[src/rtl/stopwatch_pkg.sv]
// Shared types and constants for the BCD stopwatch core.
// The optional lap feature in the top is enabled by defining STOPWATCH_LAP_EN.
package stopwatch_pkg;

    typedef enum logic [1:0] {
        IDLE  = 2'd0,
        RUN   = 2'd1,
        PAUSE = 2'd2
    } state_t;

    localparam int DIGIT_W = 4;
    localparam int MOD_DEC = 10;
    localparam int MOD_SEX = 6;

endpackage

[src/rtl/stopwatch_bcd_digit_cnt.sv]
// One BCD digit counter with a configurable modulus.
// The carry output is combinational so a whole carry chain settles within one cycle.
module bcd_digit_cnt
    import stopwatch_pkg::*;
#(
    parameter int MODULUS = MOD_DEC
)
(
    input  logic               sys_clk,
    input  logic               sys_rst_n,
    input  logic               i_inc,
    input  logic               i_clr,
    input  logic               i_loadZero,
    output logic [DIGIT_W-1:0] o_value,
    output logic               o_carry
);

    localparam logic [DIGIT_W-1:0] LAST = DIGIT_W'(MODULUS - 1);

    logic [DIGIT_W-1:0] r_value;
    logic               w_atLast;

    assign w_atLast = (r_value == LAST);
    assign o_carry  = i_inc && w_atLast;
    assign o_value  = r_value;

    // Zeroing from either clear or the max-time wrap takes priority over counting.
    always_ff @(posedge sys_clk or negedge sys_rst_n) begin
        if (!sys_rst_n) begin
            r_value <= '0;
        end else if (i_clr || i_loadZero) begin
            r_value <= '0;
        end else if (i_inc) begin
            r_value <= w_atLast ? '0 : r_value + 1'b1;
        end
    end

endmodule

[src/rtl/stopwatch_bcd.sv]
// Stopwatch core: run/pause/clear FSM over a chain of five BCD digit counters.
// Define STOPWATCH_LAP_EN to add the lap freeze of the digit outputs.
module stopwatch_bcd
    import stopwatch_pkg::*;
#(
    parameter int MIN_MAX = 59
)
(
    input  logic                sys_clk,
    input  logic                sys_rst_n,
    input  logic                tick_100ms,
    input  logic                start_stop,
    input  logic                clear,
    input  logic                lap,
    output logic [DIGIT_W-1:0]  tenths,
    output logic [DIGIT_W-1:0]  sec_ones,
    output logic [DIGIT_W-1:0]  sec_tens,
    output logic [DIGIT_W-1:0]  min_ones,
    output logic [DIGIT_W-1:0]  min_tens,
    output logic                running,
    output logic                overflow
);

    localparam logic [DIGIT_W-1:0] MAX_TENS = DIGIT_W'(MIN_MAX / 10);
    localparam logic [DIGIT_W-1:0] MAX_ONES = DIGIT_W'(MIN_MAX % 10);
    localparam logic [DIGIT_W-1:0] LAST_DEC = DIGIT_W'(MOD_DEC - 1);
    localparam logic [DIGIT_W-1:0] LAST_SEX = DIGIT_W'(MOD_SEX - 1);

    state_t r_state;
    logic   r_running;
    logic   r_overflow;

    logic w_count;
    logic w_atMax;
    logic w_wrap;

    logic [DIGIT_W-1:0] w_tenths;
    logic [DIGIT_W-1:0] w_secOnes;
    logic [DIGIT_W-1:0] w_secTens;
    logic [DIGIT_W-1:0] w_minOnes;
    logic [DIGIT_W-1:0] w_minTens;
    logic [5*DIGIT_W-1:0] w_liveDigits;

    logic w_cTenths;
    logic w_cSecOnes;
    logic w_cSecTens;
    logic w_cMinOnes;
    logic w_unusedMinTensCarry;

    // Counting follows the state at the start of the cycle; clear discards a coincident tick.
    assign w_count = tick_100ms && (r_state == RUN) && !clear;
    assign w_atMax = (w_minTens == MAX_TENS) && (w_minOnes == MAX_ONES) &&
                     (w_secTens == LAST_SEX) && (w_secOnes == LAST_DEC) &&
                     (w_tenths  == LAST_DEC);
    assign w_wrap  = w_count && w_atMax;

    assign w_liveDigits = {w_minTens, w_minOnes, w_secTens, w_secOnes, w_tenths};

    bcd_digit_cnt #(.MODULUS(MOD_DEC)) uTenths (
        .sys_clk(sys_clk), .sys_rst_n(sys_rst_n),
        .i_inc(w_count), .i_clr(clear), .i_loadZero(w_wrap),
        .o_value(w_tenths), .o_carry(w_cTenths)
    );

    bcd_digit_cnt #(.MODULUS(MOD_DEC)) uSecOnes (
        .sys_clk(sys_clk), .sys_rst_n(sys_rst_n),
        .i_inc(w_cTenths), .i_clr(clear), .i_loadZero(w_wrap),
        .o_value(w_secOnes), .o_carry(w_cSecOnes)
    );

    bcd_digit_cnt #(.MODULUS(MOD_SEX)) uSecTens (
        .sys_clk(sys_clk), .sys_rst_n(sys_rst_n),
        .i_inc(w_cSecOnes), .i_clr(clear), .i_loadZero(w_wrap),
        .o_value(w_secTens), .o_carry(w_cSecTens)
    );

    bcd_digit_cnt #(.MODULUS(MOD_DEC)) uMinOnes (
        .sys_clk(sys_clk), .sys_rst_n(sys_rst_n),
        .i_inc(w_cSecTens), .i_clr(clear), .i_loadZero(w_wrap),
        .o_value(w_minOnes), .o_carry(w_cMinOnes)
    );

    bcd_digit_cnt #(.MODULUS(MOD_DEC)) uMinTens (
        .sys_clk(sys_clk), .sys_rst_n(sys_rst_n),
        .i_inc(w_cMinOnes), .i_clr(clear), .i_loadZero(w_wrap),
        .o_value(w_minTens), .o_carry(w_unusedMinTensCarry)
    );

    // Run/pause/clear control with registered status outputs.
    always_ff @(posedge sys_clk or negedge sys_rst_n) begin
        if (!sys_rst_n) begin
            r_state    <= IDLE;
            r_running  <= 1'b0;
            r_overflow <= 1'b0;
        end else begin
            r_overflow <= w_wrap;
            if (clear) begin
                r_state   <= IDLE;
                r_running <= 1'b0;
            end else if (start_stop) begin
                if (r_state == RUN) begin
                    r_state   <= PAUSE;
                    r_running <= 1'b0;
                end else begin
                    r_state   <= RUN;
                    r_running <= 1'b1;
                end
            end
        end
    end

    assign running  = r_running;
    assign overflow = r_overflow;

`ifdef STOPWATCH_LAP_EN
    logic                 r_lapHold;
    logic [5*DIGIT_W-1:0] r_lapDigits;

    // Lap snapshots the live count; a second lap, pausing or clearing releases it.
    always_ff @(posedge sys_clk or negedge sys_rst_n) begin
        if (!sys_rst_n) begin
            r_lapHold   <= 1'b0;
            r_lapDigits <= '0;
        end else if (clear) begin
            r_lapHold <= 1'b0;
        end else if ((r_state == RUN) && start_stop) begin
            r_lapHold <= 1'b0;
        end else if ((r_state == RUN) && lap) begin
            r_lapHold <= !r_lapHold;
            if (!r_lapHold) begin
                r_lapDigits <= w_liveDigits;
            end
        end
    end

    assign {min_tens, min_ones, sec_tens, sec_ones, tenths} =
        r_lapHold ? r_lapDigits : w_liveDigits;
`else
    logic w_unusedLap;

    assign w_unusedLap = lap;
    assign {min_tens, min_ones, sec_tens, sec_ones, tenths} = w_liveDigits;
`endif

endmodule

[config.mk]
export PLATFORM = sky130hd
export DESIGN_NAME = stopwatch_bcd
export DESIGN_NICKNAME = d
export VERILOG_FILES = /design/src/rtl/stopwatch_pkg.sv /design/src/rtl/stopwatch_bcd_digit_cnt.sv /design/src/rtl/stopwatch_bcd.sv
export SDC_FILE = /design/constraint.sdc
export NUM_CORES = 1
export LEC_CHECK = 0
export ABC_AREA = 1
export ABC_CLOCK_PERIOD_IN_PS = 3000
export BUFFER_PORTS_ARGS = -buffer_cell sky130_fd_sc_hd__buf_2
export CAP_MARGIN = 20
export CORE_MARGIN = 2
export CORE_UTILIZATION = 55
export CTS_CLUSTER_SIZE = 12
export DETAILED_ROUTE_END_ITERATION = 12
export PLACE_DENSITY = 0.81
export RECOVER_POWER = 50
export SLEW_MARGIN = 20
export SYNTH_ARGS = -nofsm -noshare
export SYNTH_HDL_FRONTEND = slang
export SYNTH_HIERARCHICAL = 1
export SYNTH_SLANG_ARGS = --single-unit
export TNS_END_PERCENT = 50
[constraint.sdc]
create_clock -name sys_clk -period 3 [get_ports sys_clk]
set_input_delay 0.3 -clock sys_clk [delete_from_list [all_inputs] [get_ports sys_clk]]
set_output_delay 0.3 -clock sys_clk [all_outputs]
set_load 0.05 [all_outputs]
==> flow_metrics.tcl <==
set metrics [dict create \
    multiInputGateArea_sq_um 779 \
    cts_buffers 3 \
    hold_path.startpoint "start_stop" \
    port_buffers 26 \
    htree_levels 1 \
    critPathMaxStageDelay_ps 390 \
    fin_hold_ws_ps 250 \
    first_pass_iters 4 \
    critical-path-top-delay-family "simple AND/OR/NAND/NOR gates" \
    critPathArrivalTime_ps 2810 \
    max-clock-path-buffers 2 \
    setup_viol 0 \
    grt_pass1_vias 1154 \
    ant_nets 0 \
    grt_pass1_wl_microns 5020 \
    slowest_stage "dfrtp_1" \
    finalSetupTns_ps 0 \
    crit_path_start_kind "flop" \
    p_leak_nw 0.800 \
    hold_path.class "in2reg" \
    nets 247 \
    critPathBufInv 6 \
    core_sq_mm 0.00252 \
    drc_errors 0 \
    cts_sinks 23 \
    finClkSkew_ps 13.0 \
    dr_total_vias 1295 \
    routed_via_density 4.98 \
    clk_pin_slew_ps 140 \
    register_area_sq_um 576 \
    nFillCells 249 \
    critical_path.most_common_cell "inv_1" \
    track_usage_pct 19.9 \
    startpoint "r_state[0]$_DFFE_PN0P_" \
    fin_crit_ps 2550 \
    antenna_found_initial 0 \
    io_pins 28 \
    cp_cell_sequence "inv_1 > nor2_1 > nand2_1 > inv_1 > inv_1 > nor2_1 > inv_1 > nor2_1 > inv_1 > nor2_1 > inv_1 > nor2_1 > nand3_2 > o21ai_1" \
    worstReg2RegStart "r_state[0]$_DFFE_PN0P_" \
    status "finished clean" \
    routedWlPerCell_microns 11.0 \
    grt_max_degree 24 \
    final_util_pct 66.3 \
    rsz0062_at_grt "no" \
    worst_pin_slew_ps 1240 \
    p_per_area_mw_per_mm2 299 \
    avgSynthCellArea_sq_um 7.44 \
    cts_resized 0 \
    slew_viol_final 0 \
    relSlewSlack_pct 17.0 \
    post-route-period-util_pct 85.1 \
    clkLatencyLatePin_ps 320 \
    overflow 0 \
    drtIter0Drc 25 \
    fp.dieH_microns 55.9 \
    syn_area_sq_mm 0.00148 \
    syn_inst 199 \
    ys.warnings.count 6 \
    max_cap_viol_count 0 \
    peakVddDrop_mv 0.238 \
    cp_data_required_time_ps 3250 \
    syn_to_final_growth_pct 12.9 \
    cts_tree "yes" \
    root_buffer "clkbuf_4" \
    end_kind "flop" \
    clock.fmax_mhz 392 \
    drive_above_1_share_pct 18.7 \
    dpl.hpwl_microns 2070 \
    crit_type "reg2reg" \
    die_width_microns 55.9 \
    synth_nets 215 \
    fp.dieArea_sq_mm 0.00312 \
    wl_microns 2870 \
    initial_core_util_pct 58.7 \
    row_count 18 \
    critPathMaxFanout 4 \
    gp_congestion 0.806 \
    diodes 0 \
    hold_violations 0 \
]
==> worst paths after layout <==
check,cells past startpoint,slack [ps],to
max reg2reg,14,450,uMinTens/o_value[3]$_DFFE_PN0P_
max,14,450,uMinTens/o_value[3]$_DFFE_PN0P_
min,3,250,r_state[1]$_DFFE_PN0P_
max in group asynchronous,2,1510,uTenths/o_value[2]$_DFFE_PN0P_
min in group asynchronous,2,750,r_state[1]$_DFFE_PN0P_
min reg2reg,2,560,r_state[1]$_DFFE_PN0P_
==> area by class of cell <==
class | instances | area share, %
multi-input cells | 143 | 46.6
inverters | 33 | 7.40
flip-flops and latches | 23 | 34.4
well taps | 30 | 2.24
repair buffers | 27 | 7.70
clock inverters | 1 | 0.299
clock buffers | 3 | 1.35
==> worst min-delay path, stage by stage <==
cell	delay, ps
buf_2	110
nand2_1	70
a21oi_1	60
==> placed cells by master, fill, tap and decap left out, types with 2 or more instances in the layout <==
| cell type | instances |
|---|---|
| nand3_2 | 9 |
| inv_1 | 29 |
| nand3_1 | 6 |
| buf_2 | 17 |
| nor3_2 | 5 |
| nand4_1 | 10 |
| nor2_1 | 19 |
| ha_1 | 10 |
| inv_2 | 4 |
| dfrtp_1 | 23 |
| nor2_2 | 2 |
| clkbuf_4 | 3 |
| clkbuf_1 | 9 |
| nand2_1 | 62 |
| nor3_1 | 2 |
| nand2_2 | 2 |
| o21ai_1 | 14 |
==> repair_timing <==
action | in CTS | in global routing
hold buffers | 1 | 0
endpoints found under the hold margin | 23 | 0
setup buffers | 0 | 0
==> report_power, final <==
group	leakage [nW]	internal (W)	switching, W
Sequential	0.320	0.000312	0.00000252
Clock	0.0177	0.0000498	0.0000979
Combinational	0.463	0.00000972	0.0000278
==> through the flow <==
stage	cell area (sq um)	cells	power (W)	worst slack, ps
2_1_floorplan	1480	199	0.000341	459
3_3_place_gp	1650	255	0.000357	540
3_5_place_dp	1650	255	0.000358	454
4_1_cts	1690	260	0.000505	500
5_1_grt	1670	260	0.000518	73.8
6_report	1670	260	0.000500	446
==> state kept, by name (all words and copies together), names as in the netlist <==
| name | flops |
|---|---|
| overflow | 1 |
| r_state | 2 |
| uMinOnes/o_value | 4 |
| uMinTens/o_value | 4 |
| uSecOnes/o_value | 4 |
| uSecTens/o_value | 4 |
| uTenths/o_value | 4 |
==> metal layers <==
layer / vias to the layer above / track usage, % / share of wire, %
li1: 697 / - / -
met1: 576 / 27.9 / 51
met2: 18 / 32.5 / 45
met3: 4 / 2.09 / 3.0
met4: 0 / 6.12 / 1.3
met5: - / 0 / 0
No activity file was read; power rests on OpenSTA's default activity.
